==> src/rtl/matrix_seq.sv <==
// Multi-cycle sequencer for the 4-line x 32-bit matrix register file: MLOAD4,
// MSTORE4 and MOPA block operations, holding decode stalled until retire.
module matrix_seq #(
  parameter int unsigned MOPA_LAT = 2
) (
  input  logic        clk,
  input  logic        rst,
  input  logic        op_valid,
  input  logic [1:0]  op_code,
  input  logic [31:0] op_base,
  output logic        op_ready,
  output logic        busy_stall,
  output logic        done,
  output logic        mem_req,
  output logic        mem_we,
  output logic [31:0] mem_addr,
  output logic [31:0] mem_wdata,
  input  logic        mem_gnt,
  input  logic        mem_rvalid,
  input  logic [31:0] mem_rdata,
  output logic [1:0]  r_matrix_index,
  input  logic [31:0] r_matrix_line,
  output logic        w_matrix_en,
  output logic [1:0]  w_matrix_index,
  output logic [31:0] w_matrix_data,
  output logic        mopa_start,
  output logic        w_matrix_en_mopa
);

  typedef enum logic [2:0] {
    IDLE     = 3'd0,
    LD_REQ   = 3'd1,
    LD_WAIT  = 3'd2,
    ST_REQ   = 3'd3,
    MOPA_RUN = 3'd4,
    DONE     = 3'd5
  } state_t;

  localparam logic [1:0] OP_NONE  = 2'b00;
  localparam logic [1:0] OP_LOAD  = 2'b01;
  localparam logic [1:0] OP_STORE = 2'b10;
  localparam logic [1:0] OP_MOPA  = 2'b11;

  // Counter preload so that the commit lands MOPA_LAT cycles after mopa_start.
  localparam logic [3:0] MOPA_INIT = 4'(MOPA_LAT - 1);

  state_t      state_r;
  logic [1:0]  row_r;
  logic [3:0]  cnt_r;
  logic [31:0] base_r;
  logic [1:0]  code_r;

  logic        accept_s;
  logic        last_row_s;
  logic [31:0] addr_s;

  // Accept decode, last-row flag and line address (wraps modulo 2^32).
  always_comb begin
    accept_s   = (state_r == IDLE) && op_valid && (op_code != OP_NONE);
    last_row_s = (row_r == 2'd3);
    addr_s     = base_r + {28'd0, row_r, 2'b00};
  end

  // Sequencer state, row/MOPA counters and latched operation.
  always_ff @(posedge clk) begin
    if (!rst) begin
      state_r <= IDLE;
      row_r   <= 2'd0;
      cnt_r   <= 4'd0;
      base_r  <= 32'd0;
      code_r  <= OP_NONE;
    end else begin
      case (state_r)
        IDLE: begin
          if (accept_s) begin
            base_r <= op_base;
            code_r <= op_code;
            row_r  <= 2'd0;
            case (op_code)
              OP_LOAD:  state_r <= LD_REQ;
              OP_STORE: state_r <= ST_REQ;
              OP_MOPA: begin
                state_r <= MOPA_RUN;
                cnt_r   <= MOPA_INIT;
              end
              default:  state_r <= IDLE;
            endcase
          end
        end
        LD_REQ: begin
          if (mem_gnt) begin
            state_r <= LD_WAIT;
          end
        end
        LD_WAIT: begin
          if (mem_rvalid) begin
            if (last_row_s) begin
              state_r <= DONE;
            end else begin
              row_r   <= row_r + 2'd1;
              state_r <= LD_REQ;
            end
          end
        end
        ST_REQ: begin
          if (mem_gnt) begin
            if (last_row_s) begin
              state_r <= DONE;
            end else begin
              row_r <= row_r + 2'd1;
            end
          end
        end
        MOPA_RUN: begin
          if (cnt_r == 4'd0) begin
            state_r <= DONE;
          end else begin
            cnt_r <= cnt_r - 4'd1;
          end
        end
        DONE: begin
          state_r <= IDLE;
        end
        default: begin
          state_r <= IDLE;
          row_r   <= 2'd0;
          cnt_r   <= 4'd0;
        end
      endcase
    end
  end

  // Output decode: everything is zero outside the state that owns it.
  always_comb begin
    op_ready         = 1'b0;
    busy_stall       = accept_s;
    done             = 1'b0;
    mem_req          = 1'b0;
    mem_we           = 1'b0;
    mem_addr         = 32'd0;
    mem_wdata        = 32'd0;
    r_matrix_index   = 2'd0;
    w_matrix_en      = 1'b0;
    w_matrix_index   = 2'd0;
    w_matrix_data    = 32'd0;
    mopa_start       = 1'b0;
    w_matrix_en_mopa = 1'b0;
    case (state_r)
      IDLE: begin
        op_ready   = 1'b1;
        mopa_start = accept_s && (op_code == OP_MOPA);
      end
      LD_REQ: begin
        busy_stall = 1'b1;
        mem_req    = 1'b1;
        mem_addr   = addr_s;
      end
      LD_WAIT: begin
        busy_stall = 1'b1;
        // Only a load in flight may write a line from returned data.
        if (mem_rvalid && (code_r == OP_LOAD)) begin
          w_matrix_en    = 1'b1;
          w_matrix_index = row_r;
          w_matrix_data  = mem_rdata;
        end else begin
          w_matrix_en    = 1'b0;
        end
      end
      ST_REQ: begin
        busy_stall     = 1'b1;
        r_matrix_index = row_r;
        mem_req        = 1'b1;
        mem_we         = 1'b1;
        mem_addr       = addr_s;
        mem_wdata      = r_matrix_line;
      end
      MOPA_RUN: begin
        busy_stall       = 1'b1;
        w_matrix_en_mopa = (cnt_r == 4'd0);
      end
      DONE: begin
        done = 1'b1;
      end
      default: begin
        busy_stall = 1'b0;
      end
    endcase
  end

endmodule

==> config.mk <==
export PLATFORM = sky130hd
export DESIGN_NAME = matrix_seq
export DESIGN_NICKNAME = d
export VERILOG_FILES = /design/src/rtl/matrix_seq.sv
export SDC_FILE = /design/constraint.sdc
export NUM_CORES = 1
export LEC_CHECK = 0
export ABC_CLOCK_PERIOD_IN_PS = 3400
export CORE_MARGIN = 8
export CORE_UTILIZATION = 60
export CTS_CLUSTER_SIZE = 8
export DETAILED_ROUTE_END_ITERATION = 10
export DONT_BUFFER_PORTS = 1
export PLACE_DENSITY = 0.76
export SYNTH_ARGS = -nofsm -noshare
export SYNTH_HDL_FRONTEND = slang
export SYNTH_SLANG_ARGS = --single-unit
==> constraint.sdc <==
create_clock -name clk -period 3.4 [get_ports clk]
set_clock_uncertainty 0.15 [all_clocks]
set_input_delay 0.68 -clock clk [delete_from_list [all_inputs] [get_ports clk]]
set_output_delay 0.68 -clock clk [all_outputs]
set_load 0.02 [all_outputs]
Word-level counts from Yosys, hierarchy flattened
Index checks and enable logic that the tools add are counted.
{"block": "classes", "div_mod_pow": 0, "n_addsub": 3, "eq_ne": 18, "muxes": 34, "reduce_logical": 16, "mul": 0, "shift": 0, "order_cmp": 0, "n_bitwise": 2}
{"cell": "32-bit 2-to-1 mux", "n": 4}
{"cell": "32-bit by 4-bit adder with 32-bit output", "n": 1}
{"cell": "3-bit 2-to-1 mux", "n": 7}
{"cell": "3-bit case mux with 5 select lines", "n": 1}
{"cell": "2-bit 2-to-1 mux", "n": 7}
{"cell": "2-bit inequality test, second input constant", "n": 7}
{"cell": "4-bit 2-to-1 mux", "n": 3}
{"cell": "4-bit case mux with 3 select lines", "n": 1}
{"cell": "3-bit case mux with 3 select lines", "n": 1}
{"cell": "1-bit 2-to-1 mux", "n": 8}
{"cell": "2-bit case mux with 4 select lines", "n": 1}
{"cell": "4-bit AND reduction", "n": 2}
{"cell": "4-bit OR reduction", "n": 2}
{"cell": "2-bit equality test, second input constant", "n": 3}
{"cell": "3-bit by 2-bit equality test with 1-bit output, second input constant", "n": 2}
{"cell": "3-bit equality test, second input constant", "n": 2}
{"cell": "6-bit AND reduction", "n": 1}
{"cell": "2-bit by 1-bit equality test with 1-bit output, second input constant", "n": 2}
{"cell": "1-bit logical AND", "n": 4}
{"cell": "4-bit logical NOT", "n": 1}
{"cell": "2-bit OR reduction", "n": 2}
{"cell": "4-bit by 1-bit subtractor with 4-bit output, second input constant", "n": 1}
{"cell": "3-bit by 1-bit equality test with 1-bit output, second input constant", "n": 1}
{"cell": "3-bit logical NOT", "n": 1}
{"cell": "7 further kinds", "n": 8}
{"block": "word_totals", "elab_cells": 78, "output_inout_bits": 108, "ramBits": 0, "ff_bits": 43, "n_memories": 0, "romBits": 0, "latch_bits": 0}

Depth between registers and ports, before layout
{"block": "depth", "word_depth": 5, "ltp_mapped": 7, "depth_no_buf": 6}

Worst setup path before layout
OpenSTA, ideal clock, no wires.
{"block": "synth_timing", "path_kind": "register -> output", "from": "register row_r[1]", "to": "output mem_addr[25]", "path_stages_with_launch": 7, "slack_ns": 0.388, "arrival_ns": 2.182, "cell_sequence": "dfxtp_1 ha_1 a21oi_1 or4b_1 buf_2 or4_1 a21oi_1"}
{"block": "synth_via", "elab_chain_len": 2}
{"item": "from (decl)", "line_no": "48", "rtl": "logic [1:0] row_r;"}
{"item": "from (signal assigned)", "line_no": "100", "rtl": "row_r <= row_r + 2'd1;"}
{"item": "from (signal assigned)", "line_no": "110", "rtl": "row_r <= row_r + 2'd1;"}
{"item": "32-bit by 4-bit adder with 32-bit output", "line_no": "61", "rtl": "addr_s = base_r + {28'd0, row_r, 2'b00};"}
{"item": "32-bit 2-to-1 mux", "line_no": "148", "rtl": "case (state_r)"}
{"item": "to (decl)", "line_no": "16", "rtl": "output logic [31:0] mem_addr,"}
No other way between the ends.

Worst setup path after layout
{"block": "layout_timing", "from": "register row_r[1]", "to": "output mem_addr[31]"}
Same word-level chain as after synthesis.

==> run summary <==
Number of fill cells: 471
Worst Hold Path EP: base_r[1]
Reg2reg start: state_r[1]
Avg WL per Cell: 24.8 µm
Die area: 0.00801 mm²
Worst Tran Pin Value: 0.891 ns
FP Rows: 26
CP endpoint kind: output port
H-tree depth: 2
Routed wl met3: 1.69 mm
Clk buf depth: 2
Core box area: 0.00517 mm²
RSZ-0062 raised after global routing: no
Initial antenna violation count: 2
Crit Path Category: reg2out
Final Hold Vio Count: 0
Setup violations, final: 0
Starting Density: 62.6%
Most frequent CP cell: a21oi_1
Period utilization: 96.7%
Worst setup path start: row_r[1]
Sequential area share after synthesis: 26.6%
Total track usage: 31.4%
Vias in the first global route: 2960
Number of remaining DRC errors: 0
Port bufs: 0
Largest net degree at the start of global routing: 45
Post-DRT Antenna Nets: 0
HPWL Detailed: 10.7 mm
Synthesis-to-layout area growth: 7.49%
WP data required: 2.57 ns
Via count: 3432
WHS Path Cells: 2
Crit path launch type: register
Syn_nets: 579
GP Congestion: 0.975
Slowest stage delay, CP: 0.54 ns
Mapped Area: 0.00324 mm²
1st-pass router iterations: 7
First-pass GRT wire length: 18.1 mm
Root Driver: clkbuf_8
Num CTS Buffers: 5
Max-cap violations: 0
I/O Pins: 211
Minimum clock period: 3.29 ns
Fmax achieved: 304 MHz
Fraction of layout cells with a size suffix above 1: 9.94%
Net count, final: 574
Peak supply drop: 319 µV
Sum Neg Setup Slack: 0 ns
CP Buf/Inv Count: 1
EDFF count, synth: 0
Critical path's slowest cell: or4_1
Via density: 6.41
Worst hold path type: reg2reg
Overflow after GRT: 0
Highest metal used: met4
Met2 wire len: 6.06 mm
Clock transition at path regs: 0.08 ns
Later-pin clock latency in the skew report: 0.29 ns
Async set-reset flop share out of synthesis: 0%
TritonCTS clock tree: yes
Hold_buf cts: 0
Die Y: 89.5 µm
Gate Count Post-Synth: 467
Max-slew headroom: 40.5%
Critical path fanouts, max: 10
Pre-CTS setup slack: 0.349 ns
Register bit count reported by yosys: 43
Horiz. Die Dim: 89.5 µm
Met1 Routed Length: 5.33 mm
Post-synthesis cell type count: 49
CP delay by family, top: simple AND/OR/NAND/NOR gates
Initial drt markers: 351
Hold Startpoint: base_r[1]
CP Data Arrival Time: 2.46 ns
DRT Wirelength: 13.3 mm
Power Dens Cells: 432 mW/mm²
R2R depth: 5
CP Cell Sequence: ha_1 > a21oi_1 > or3_1 > or4_1 > a21oi_1 > buf_4
Status: finished, final reports clean
Ys flop type: dfxtp_1
CTS sink count: 43
RR Endpoint: state_r[2]
Final setup margin: 0.112 ns
Leak pwr: 0.00136 µW
Flop-to-flop setup slack: 1.28 ns
Yosys warns: 0
Mean Syn Cell Area: 6.94 µm²
Max-slew violations: 0
synthesized netlist by cell type, drive strengths merged, types with 2 or more instances:
master / instances / share of area (%)
and2: 41 / 7.9
or3: 11 / 2.2
o31ai: 14 / 3.2
nor4: 2 / 0.39
nor3b: 2 / 0.46
nand2b: 5 / 0.97
nand2: 88 / 10
nor2: 17 / 2.0
or2: 2 / 0.39
o21ai: 12 / 1.9
and3: 40 / 7.8
clkbuf: 28 / 4.2
buf: 9 / 1.4
or4: 14 / 3.2
and4: 3 / 0.81
nand4: 9 / 1.7
dfxtp: 43 / 27
a21oi: 66 / 10
xor2: 3 / 0.81
xnor2: 5 / 1.4
nand3: 8 / 1.4
inv: 13 / 1.5
ha: 8 / 3.1
mux2i: 2 / 0.62
nor3: 5 / 0.93
cells by family after synthesis:
kind of cell | synth area share, %
buffers and inverters | 7.11
AO/OA/AOI/OAI | 17.9
multiplexers | 0.618
AND/OR/NAND/NOR | 41.9
flip-flops | 26.6
adder cells (fa/ha/maj) | 3.71
XOR/XNOR | 2.16
flip-flops by register name, indices dropped and copies added (netlist names):
name / count
base_r: 32
cnt_r: 4
state_r: 3
code_r: 2
row_r: 2
power breakdown:
group / internal [µW] / switching, µW / leakage (µW) / total [µW]
Sequential: 558 / 70.7 / 0.000352 / 628
Combinational: 144 / 316 / 0.000950 / 460
Clock: 238 / 178 / 0.0000612 / 416
worst register-to-register path, cell delays in order, from the launching register on:
cell and delay (ns):
dfxtp_1 0.55, buf_4 0.37, nand2_1 0.12, o211a_1 0.18, or4_1 0.52, a21oi_1 0.16
layout make-up:
cell class / instances / area [µm²] / share of cell area (%)
clock buffers: 6 / 82.6 / 2.37
well taps: 70 / 87.6 / 2.52
inverters: 13 / 48.8 / 1.40
diodes: 2 / 5.00 / 0.144
multi-input cells: 374 / 2170 / 62.4
repair buffers: 25 / 188 / 5.39
clock inverters: 2 / 35.0 / 1.01
flip-flops and latches: 43 / 862 / 24.8
stage by stage:
| step | util [%] | instances | hold WS, ns | total power (µW) | area, µm² |
|---|---|---|---|---|---|
| after global routing | 67.3 | 535 | 0.333 | 1580 | 3480 |
| after CTS | 66.7 | 532 | 0.312 | 1500 | 3450 |
| after global placement | 64.5 | 524 | 0.291 | 1070 | 3330 |
| after floorplan | - | 467 | 0.282 | 986 | 3240 |
| after detailed placement | 64.5 | 524 | 0.300 | 1090 | 3330 |
| final | 67.3 | 535 | 0.311 | 1500 | 3480 |
worst max-delay path by stage:
stage | end | slack [ns] | cells after the start
final | mem_addr[31] | 0.11 | 6
after global routing | mem_addr[16] | 0.007 | 6
after CTS | mem_addr[30] | 0.01 | 7
after detailed placement | mem_addr[30] | 0.35 | 7
after global placement | mem_addr[25] | 0.43 | 6
after floorplan | mem_addr[25] | 0.39 | 6
cell usage in the layout (no fill, tap or decap), types with 3 or more instances in the layout:
cell type  netlist  layout
nand2_1         88      88
or3_1           10      10
clkbuf_8         3       6
nand4_1          9       9
buf_4            1      25
or4_1           14      14
o21ai_0         12      12
o31ai_1         14      14
ha_1             8       8
nor3_1           4       4
nand2b_1         5       5
xnor2_1          5       5
dfxtp_1         43      42
nand3_1          7       6
and4_1           3       3
xor2_1           3       3
and3_1          39      39
and2_1          41      41
a21oi_1         66      64
nor2_1          17      16
inv_1           13      13
timing repair:
| item | in CTS | in global routing |
|---|---|---|
| endpoints found under the hold margin | 0 | 0 |
| resized for setup | 0 | 5 |
| setup endpoints to repair | 0 | 12 |
| buffers inserted | 0 | 1 |
per-layer routing:
layer / up-vias / global-route usage, %
li1: 1621 / -
met1: 1592 / 39.3
met2: 203 / 50.0
met3: 16 / 10.6
met4: 0 / 8.31
met5: - / 0
Power figures use the tool's default switching activity.
